===== src/rtl/mesif_pkg.sv =====
// MESIF controller shared codes and types.
// State, op, bus and snoop encodings.
package mesif_pkg;

  typedef enum logic [2:0] {
    ST_M = 3'd0,
    ST_E = 3'd1,
    ST_S = 3'd2,
    ST_I = 3'd3,
    ST_F = 3'd4
  } state_t;

  typedef enum logic [2:0] {
    S_IDLE,
    S_LOOKUP,
    S_EVICT,
    S_BUS,
    S_CLEAR,
    S_DONE
  } fsm_t;

  localparam logic [3:0] OP_RD   = 4'd0;
  localparam logic [3:0] OP_WR   = 4'd1;
  localparam logic [3:0] OP_IF   = 4'd2;
  localparam logic [3:0] OP_SINV = 4'd3;
  localparam logic [3:0] OP_SRD  = 4'd4;
  localparam logic [3:0] OP_SWR  = 4'd5;
  localparam logic [3:0] OP_SRFO = 4'd6;
  localparam logic [3:0] OP_CLR  = 4'd8;
  localparam logic [3:0] OP_PRN  = 4'd9;

  localparam logic [2:0] BUS_NOP   = 3'd0;
  localparam logic [2:0] BUS_READ  = 3'd1;
  localparam logic [2:0] BUS_WRITE = 3'd2;
  localparam logic [2:0] BUS_INV   = 3'd3;
  localparam logic [2:0] BUS_RFO   = 3'd4;

  localparam logic [1:0] SNP_HIT   = 2'd0;
  localparam logic [1:0] SNP_HITM  = 2'd1;
  localparam logic [1:0] SNP_NOHIT = 2'd3;

  function automatic logic is_cpu_rd(
    input logic [3:0] op
  );
    return (op == OP_RD) || (op == OP_IF);
  endfunction

  function automatic logic is_cpu(
    input logic [3:0] op
  );
    return is_cpu_rd(op) || (op == OP_WR);
  endfunction

endpackage


===== src/rtl/mesif_next_state.sv =====
// MESIF transition table: next state,
// bus operation and snoop response.
module mesif_next_state
  import mesif_pkg::*;
(
  input  logic [3:0] i_op,
  input  state_t     i_cur,
  input  logic       i_hit,
  input  logic [1:0] i_snoop,
  output state_t     o_next,
  output logic [2:0] o_bus,
  output logic [1:0] o_snoop
);

  logic w_m;
  logic w_sf;

  assign w_m  = (i_cur == ST_M);
  assign w_sf = (i_cur == ST_S) || (i_cur == ST_F);

  // decode one operation against the current line state
  always_comb begin
    o_next  = i_hit ? i_cur : ST_I;
    o_bus   = BUS_NOP;
    o_snoop = SNP_NOHIT;
    unique case (1'b1)
      is_cpu_rd(i_op): begin
        if (!i_hit) begin
          o_bus = BUS_READ;
          if (i_snoop == SNP_HIT ||
              i_snoop == SNP_HITM)
            o_next = ST_F;
          else
            o_next = ST_E;
        end
      end
      (i_op == OP_WR): begin
        o_next = ST_M;
        if (!i_hit)
          o_bus = BUS_RFO;
        else if (w_sf)
          o_bus = BUS_INV;
      end
      (i_op == OP_SRD): begin
        if (i_hit) begin
          o_next  = ST_S;
          o_snoop = w_m ? SNP_HITM : SNP_HIT;
          if (w_m) o_bus = BUS_WRITE;
        end
      end
      (i_op == OP_SRFO): begin
        if (i_hit) begin
          o_next  = ST_I;
          o_snoop = w_m ? SNP_HITM : SNP_HIT;
          if (w_m) o_bus = BUS_WRITE;
        end
      end
      (i_op == OP_SINV): begin
        if (i_hit && w_sf) begin
          o_next  = ST_I;
          o_snoop = SNP_HIT;
        end
      end
      (i_op == OP_CLR): begin
        o_next = ST_I;
      end
      default: begin
      end
    endcase
  end

endmodule


===== src/rtl/mesif_ctrl.sv =====
// Set-associative MESIF coherence controller:
// tag/state arrays, victim pick, FSM, bus handshake.
module mesif_ctrl
  import mesif_pkg::*;
#(
  parameter int TAG_BITS   = 12,
  parameter int INDEX_BITS = 4,
  parameter int WAYS       = 4,
  parameter int WAY_BITS   =
    (WAYS > 1) ? $clog2(WAYS) : 1
) (
  input  logic                  clk,
  input  logic                  rst,
  input  logic                  req_valid,
  output logic                  req_ready,
  input  logic [3:0]            req_op,
  input  logic [TAG_BITS-1:0]   req_tag,
  input  logic [INDEX_BITS-1:0] req_index,
  input  logic [WAY_BITS-1:0]   lru_way,
  output logic                  bus_valid,
  input  logic                  bus_ready,
  output logic [2:0]            bus_op,
  output logic [TAG_BITS-1:0]   bus_tag,
  output logic [INDEX_BITS-1:0] bus_index,
  input  logic [1:0]            snoop_in,
  output logic                  done,
  output logic                  hit,
  output logic [WAY_BITS-1:0]   hit_way,
  output logic [2:0]            line_state,
  output logic [1:0]            snoop_out
);

  localparam int SETS = 1 << INDEX_BITS;

  fsm_t r_state;
  fsm_t w_nxt;

  logic [SETS-1:0][WAYS-1:0][2:0] r_st;
  logic [SETS-1:0][WAYS-1:0][TAG_BITS-1:0] r_tagm;

  logic [3:0]            r_op;
  logic [TAG_BITS-1:0]   r_tag;
  logic [INDEX_BITS-1:0] r_idx;
  logic [INDEX_BITS-1:0] r_cnt;
  logic                  r_hit;
  state_t                r_cur;
  logic [WAY_BITS-1:0]   r_way;

  logic                  r_bus_valid;
  logic [2:0]            r_bus_op;
  logic [TAG_BITS-1:0]   r_bus_tag;
  logic [INDEX_BITS-1:0] r_bus_index;
  logic                  r_hit_o;
  logic [WAY_BITS-1:0]   r_hit_way;
  logic [2:0]            r_line_state;
  logic [1:0]            r_snoop_out;

  logic                w_hit;
  logic [WAY_BITS-1:0] w_hit_way;
  state_t              w_cur;
  logic                w_inv;
  logic [WAY_BITS-1:0] w_victim;
  state_t              w_vic_st;
  logic [TAG_BITS-1:0] w_vic_tag;
  logic                w_lk;
  logic                w_h;
  state_t              w_c;
  logic [WAY_BITS-1:0] w_way;
  logic                w_fill;
  logic                w_evict;
  logic                w_commit;
  state_t              w_ns;
  logic [2:0]          w_bus;
  logic [1:0]          w_snp;

  // tag match and lowest-invalid victim search
  always_comb begin
    w_hit     = 1'b0;
    w_hit_way = '0;
    w_cur     = ST_I;
    w_inv     = 1'b0;
    w_victim  = lru_way;
    for (int i = 0; i < WAYS; i++) begin
      if (!w_hit &&
          r_st[r_idx][i] != ST_I &&
          r_tagm[r_idx][i] == r_tag) begin
        w_hit     = 1'b1;
        w_hit_way = WAY_BITS'(i);
        w_cur     = state_t'(r_st[r_idx][i]);
      end
      if (!w_inv && r_st[r_idx][i] == ST_I) begin
        w_inv    = 1'b1;
        w_victim = WAY_BITS'(i);
      end
    end
  end

  assign w_vic_st  = state_t'(r_st[r_idx][w_victim]);
  assign w_vic_tag = r_tagm[r_idx][w_victim];

  assign w_lk   = (r_state == S_LOOKUP);
  assign w_h    = w_lk ? w_hit : r_hit;
  assign w_c    = w_lk ? w_cur : r_cur;
  assign w_way  = !w_lk ? r_way :
                  (w_hit ? w_hit_way : w_victim);
  assign w_fill = !w_h && is_cpu(r_op);
  assign w_evict = w_fill && (w_vic_st == ST_M);
  assign w_commit = (w_nxt == S_DONE) &&
                    (r_state != S_CLEAR) &&
                    (w_h || w_fill);

  mesif_next_state u_ns (
    .i_op    (r_op),
    .i_cur   (w_c),
    .i_hit   (w_h),
    .i_snoop (snoop_in),
    .o_next  (w_ns),
    .o_bus   (w_bus),
    .o_snoop (w_snp)
  );

  // FSM state register
  always_ff @(posedge clk) begin
    if (rst) r_state <= S_IDLE;
    else     r_state <= w_nxt;
  end

  // FSM next-state decode
  always_comb begin
    w_nxt = r_state;
    unique case (r_state)
      S_IDLE:
        if (req_valid) w_nxt = S_LOOKUP;
      S_LOOKUP: begin
        if (r_op == OP_CLR)       w_nxt = S_CLEAR;
        else if (w_evict)         w_nxt = S_EVICT;
        else if (w_bus != BUS_NOP) w_nxt = S_BUS;
        else                      w_nxt = S_DONE;
      end
      S_EVICT:
        if (bus_ready) w_nxt = S_BUS;
      S_BUS:
        if (bus_ready) w_nxt = S_DONE;
      S_CLEAR:
        if (&r_cnt) w_nxt = S_DONE;
      S_DONE:
        w_nxt = S_IDLE;
      default:
        w_nxt = S_IDLE;
    endcase
  end

  // request capture, bus fields and result outputs
  always_ff @(posedge clk) begin
    if (rst) begin
      r_op         <= '0;
      r_tag        <= '0;
      r_idx        <= '0;
      r_cnt        <= '0;
      r_hit        <= 1'b0;
      r_cur        <= ST_I;
      r_way        <= '0;
      r_bus_valid  <= 1'b0;
      r_bus_op     <= BUS_NOP;
      r_bus_tag    <= '0;
      r_bus_index  <= '0;
      r_hit_o      <= 1'b0;
      r_hit_way    <= '0;
      r_line_state <= ST_I;
      r_snoop_out  <= SNP_NOHIT;
    end else begin
      if (r_state == S_IDLE && req_valid) begin
        r_op  <= req_op;
        r_tag <= req_tag;
        r_idx <= req_index;
      end
      if (r_state == S_LOOKUP) begin
        r_hit <= w_hit;
        r_cur <= w_cur;
        r_way <= w_way;
        r_cnt <= '0;
        if (w_nxt == S_EVICT) begin
          r_bus_valid <= 1'b1;
          r_bus_op    <= BUS_WRITE;
          r_bus_tag   <= w_vic_tag;
          r_bus_index <= r_idx;
        end else if (w_nxt == S_BUS) begin
          r_bus_valid <= 1'b1;
          r_bus_op    <= w_bus;
          r_bus_tag   <= r_tag;
          r_bus_index <= r_idx;
        end
      end
      if (r_state == S_EVICT && bus_ready) begin
        r_bus_op  <= w_bus;
        r_bus_tag <= r_tag;
      end
      if (r_state == S_BUS && bus_ready) begin
        r_bus_valid <= 1'b0;
        r_bus_op    <= BUS_NOP;
      end
      if (r_state == S_CLEAR)
        r_cnt <= r_cnt + 1'b1;
      if (w_nxt == S_DONE) begin
        r_hit_o      <= w_h;
        r_hit_way    <= w_way;
        r_line_state <= w_ns;
        r_snoop_out  <= w_snp;
      end
    end
  end

  // state array: reset, clear walk, completion commit
  always_ff @(posedge clk) begin
    if (rst)
      r_st <= {(SETS*WAYS){ST_I}};
    else if (r_state == S_CLEAR)
      r_st[r_cnt] <= {WAYS{ST_I}};
    else if (w_commit)
      r_st[r_idx][w_way] <= w_ns;
  end

  // tag array: written only by a fill
  always_ff @(posedge clk) begin
    if (!rst && w_commit && w_fill)
      r_tagm[r_idx][w_way] <= r_tag;
  end

  assign req_ready  = (r_state == S_IDLE);
  assign done       = (r_state == S_DONE);
  assign bus_valid  = r_bus_valid;
  assign bus_op     = r_bus_op;
  assign bus_tag    = r_bus_tag;
  assign bus_index  = r_bus_index;
  assign hit        = r_hit_o;
  assign hit_way    = r_hit_way;
  assign line_state = r_line_state;
  assign snoop_out  = r_snoop_out;

endmodule


===== config.mk =====
export PLATFORM = sky130hd
export DESIGN_NAME = mesif_ctrl
export DESIGN_NICKNAME = d
export VERILOG_FILES = /design/src/rtl/mesif_pkg.sv /design/src/rtl/mesif_next_state.sv /design/src/rtl/mesif_ctrl.sv
export SDC_FILE = /design/constraint.sdc
export NUM_CORES = 1
export LEC_CHECK = 0
export BUFFER_PORTS_ARGS = -buffer_cell sky130_fd_sc_hd__clkbuf_2
export CAP_MARGIN = 20
export CORE_MARGIN = 5
export CORE_UTILIZATION = 43
export DETAILED_ROUTE_END_ITERATION = 10
export GPL_TIMING_DRIVEN = 0
export PLACE_DENSITY_LB_ADDON = 0.08
export SKIP_CTS_REPAIR_TIMING = 1
export SLEW_MARGIN = 20
export SYNTH_ARGS = -nofsm -noshare
export SYNTH_HDL_FRONTEND = slang
export SYNTH_HIERARCHICAL = 1
export SYNTH_SLANG_ARGS = --single-unit
export TNS_END_PERCENT = 50

===== constraint.sdc =====
create_clock -name clk -period 6.58 [get_ports clk]
set_input_delay 0.658 -clock clk [delete_from_list [all_inputs] [get_ports clk]]
set_output_delay 0.658 -clock clk [all_outputs]
set_load 0.005 [all_outputs]

==> results.toml <==
[power]
power.share.clock_pct = 27.9
seqPwrFrac_pct = 34.2
power.total_mw = 22.6
pwr-share-comb_pct = 38.0
power_leakage_nw = 19.2
sw_frac_of_total_pct = 38.6
power_density_mw_per_mm2 = 394
power.internal_mw = 13.9
p_sw_mw = 8.70
ir_drop_mv = 0.240

[drt]
wl_per_cell_um = 37.3
wirelength_um = 196000
drtPass1Iterations = 8
viasPerCell = 6.47
drt-initial-drc-count = 4456
ant_nets = 0
drc = 0
vias = 33871

[worst_setup_path]
reg2reg_slack_ns = -0.38
critPathMaxFanout = 9
r2r.worst_path.cells = 29
critPathKind = "reg2reg"
cp_slowest_cell = "mux4_2"
startpoint_type = "flop"
path_common_cell = "buf_12"
crit_required_ns = 7.03
r2r-end = "r_tagm[17]"
crit_path_max_incr_delay_ns = 0.55
crit_arrival_ns = 7.41
critPathBufInv = 10
crit_family = "simple AND/OR/NAND/NOR gates"
rr_startpoint = "r_idx[1]"
crit_path_end_kind = "flop"

[layout]
final_common_cell = "edfxtp_1"
n_fill_cell = 8596
drive_gt1_share_pct = 29.8
multi_input_area_sq_mm = 0.0177
fin_cells = 5237
finalNetCount = 3791
regArea_sq_mm = 0.0282
layout.cells.most_common_list = "edfxtp_1 (768), nor2_1 (304), dfxtp_1 (239)"
synthToLayoutAreaGrowth_pct = 26.3

[min_path]
hp-class = "in2reg"
whs_endpoint = "r_idx[2]"
holdCritStartpoint = "req_index[2]"
min_path_cells = 3

[die]
core_area_sq_mm = 0.105
die_area_sq_mm = 0.112
initial_core_util_pct = 43.2
die_x_um = 335
die_y_um = 335
placementRows = 119
io_pins = 58

[sta]
slew_violations = 0
fmax_mhz = 144
period_needed_ns = 6.96
rsz0062_at_grt = "true"
finalWorstSetupSlack_ns = -0.377
clock_skew_ns = 0.0512
relSlewSlack_pct = 1.52
setup_violations = 707
hold_violations = 0
post-route-period-util_pct = 106
worst_pin_slew_ns = 1.48

[yosys]
syn_nets = 3321
synth_area_sq_mm = 0.0453
ys_types = 97
synthCells = 3289
avgSynthCellArea_sq_um = 13.8
synth_edf_count = 768
yosys_most_used_dff = "edfxtp_1"
ys_seq_area_share_pct = 62.0
ys_warn_count = 6
synth_seq_cells = 1021
asyncSetResetFlopFracSynth_pct = 0

[global_route]
gr-usage-met1_pct = 42.5
grt_use_met3_pct = 6.29
grt.busiest_layer = "met2"
track_usage_pct = 33.1
grt_pass1_vias = 31377
met2_usage_pct = 53.6
grt_overflow_total = 0
grt_pass1_wl_um = 257000
grt_max_degree = 66
grt_antenna_before_repair = 6

[job]
drv_cap = 0

[run_status]
violations = "setup timing"
status = "finished, violations left"

[cts]
clock_latency_ns = 0.74
htree_num_levels = 3
clkTransAtPathRegs_ns = 0.06
clockRootBuffer = "clkbuf_16"
cts_tree = "yes"
numCtsBuffers = 110
cts.sink_count = 1021
cts.path.max_buffers = 3

[place]
hpwlAfterDp_um = 135000
gp_congestion = 0.999
pre_cts_slack_ns = -3.63
dp.cells = 4800
io_buffers = 56
==> worst max-delay path by stage <==
| stage | start | to | slack, ns | depth (start not counted) |
|---|---|---|---|---|
| floorplan | r_idx[0] | r_tagm[744] | -0.02 | 24 |
| global placement | r_tag[9] | r_tagm[510] | -4.93 | 22 |
| detailed placement | r_idx[2] | r_tagm[111] | -3.63 | 26 |
| CTS | r_idx[2] | r_tagm[108] | -3.68 | 26 |
| global route | r_idx[1] | r_tagm[15] | -0.51 | 30 |
| finish | r_idx[1] | r_tagm[17] | -0.38 | 29 |
==> cell usage after synthesis, types with 10 or more instances <==
cell	count	share of area, %
o22ai_1	70	0.97
a31oi_1	68	0.94
mux2_2	24	0.60
xnor2_1	49	0.95
mux2i_1	157	3.5
and2_1	10	0.14
o21a_1	12	0.20
a21oi_1	170	1.9
nand2b_1	44	0.61
a221oi_1	14	0.27
o21ai_0	85	0.94
xor2_1	22	0.42
dfxtp_1	253	11
nand2_1	233	1.9
nor3_1	92	1.0
buf_4	29	0.48
nand3_1	100	1.1
inv_1	26	0.22
clkbuf_1	92	0.76
or3_1	39	0.54
o2bb2ai_1	66	1.3
mux4_2	216	11
buf_6	21	0.52
a211oi_1	21	0.35
a22o_1	19	0.37
a22oi_1	33	0.55
buf_2	47	0.52
edfxtp_1	768	51
and3_1	12	0.17
nor2b_1	14	0.19
nor2_1	312	2.6
buf_1	25	0.21
==> final cells by class <==
cell class | count | share of cell area [%]
inverter | 29 | 0.210
antenna | 1 | 0.00437
clock buffer | 137 | 5.11
clock inverter | 61 | 1.25
buffer | 214 | 3.67
sequential | 1021 | 49.2
timing repair buffer | 360 | 6.51
multi-input combinational | 2023 | 31.0
tap | 1391 | 3.04
==> worst register-to-register path, delay by kind of cell (launching register included) <==
| kind | cells | cell delay, ns |
|---|---|---|
| buf+inv | 10 | 1.87 |
| simple gates | 7 | 1.81 |
| mux | 3 | 1.22 |
| compound gates | 7 | 1.08 |
| xor+xnor | 2 | 0.36 |
| flops | 1 | 0.35 |
==> cells by family (layout without fill, tap and decap cells) <==
logic type	Yosys count	in the layout	share of synthesized area, %
xor gates and xnor gates	71	71	1.37
other	0	1	0
adders and majority gates	4	4	0.110
muxes	400	400	15.0
buffers and inverters	245	801	2.79
DFF	1021	1021	62.0
and+or+nand+nor	901	901	9.08
AOI/OAI and AO/OA	647	647	9.65
==> per-layer routing <==
metal  part of all wire (%)  wire length (um)
met2                     46             90700
met5                 0.0061                12
met3                    9.0             17500
met4                    7.1             13900
met1                     37             73300
==> state kept, by name (all words and copies together) (netlist names), 2 cells and up <==
register    flops
r_way           2
hit_way         2
line_state      3
bus_tag        12
bus_op          3
r_state         3
bus_index       4
r_op            4
r_tagm        768
r_tag          12
snoop_out       2
r_st          192
r_idx           4
r_cur           3
r_cnt           4
==> power by group through the flow <==
stage / clock [mW] / combinational (mW) / sequential [mW]
2_1_floorplan: 0 / 3.77 / 7.74
3_3_place_gp: 0 / 6.53 / 8.01
3_5_place_dp: 0 / 6.89 / 7.85
4_1_cts: 6.35 / 6.90 / 7.71
5_1_grt: 6.61 / 8.73 / 7.72
6_report: 6.28 / 8.56 / 7.71
==> metrics by stage <==
| stage | TNS [ns] | hold slack [ns] | area (sq um) | util [%] |
|---|---|---|---|---|
| floorplan | -2.22 | 0.444 | 45600 | - |
| global placement | -3957.39 | 0.455 | 47600 | 45.3 |
| detailed placement | -3007.68 | 0.447 | 48700 | 46.4 |
| CTS | -3062.97 | 0.107 | 52400 | 49.9 |
| global route | -229.08 | 0.120 | 57200 | 54.5 |
| finish | -104.31 | 0.139 | 57200 | 54.5 |
Note: power is estimated with default switching activity, not from simulation.
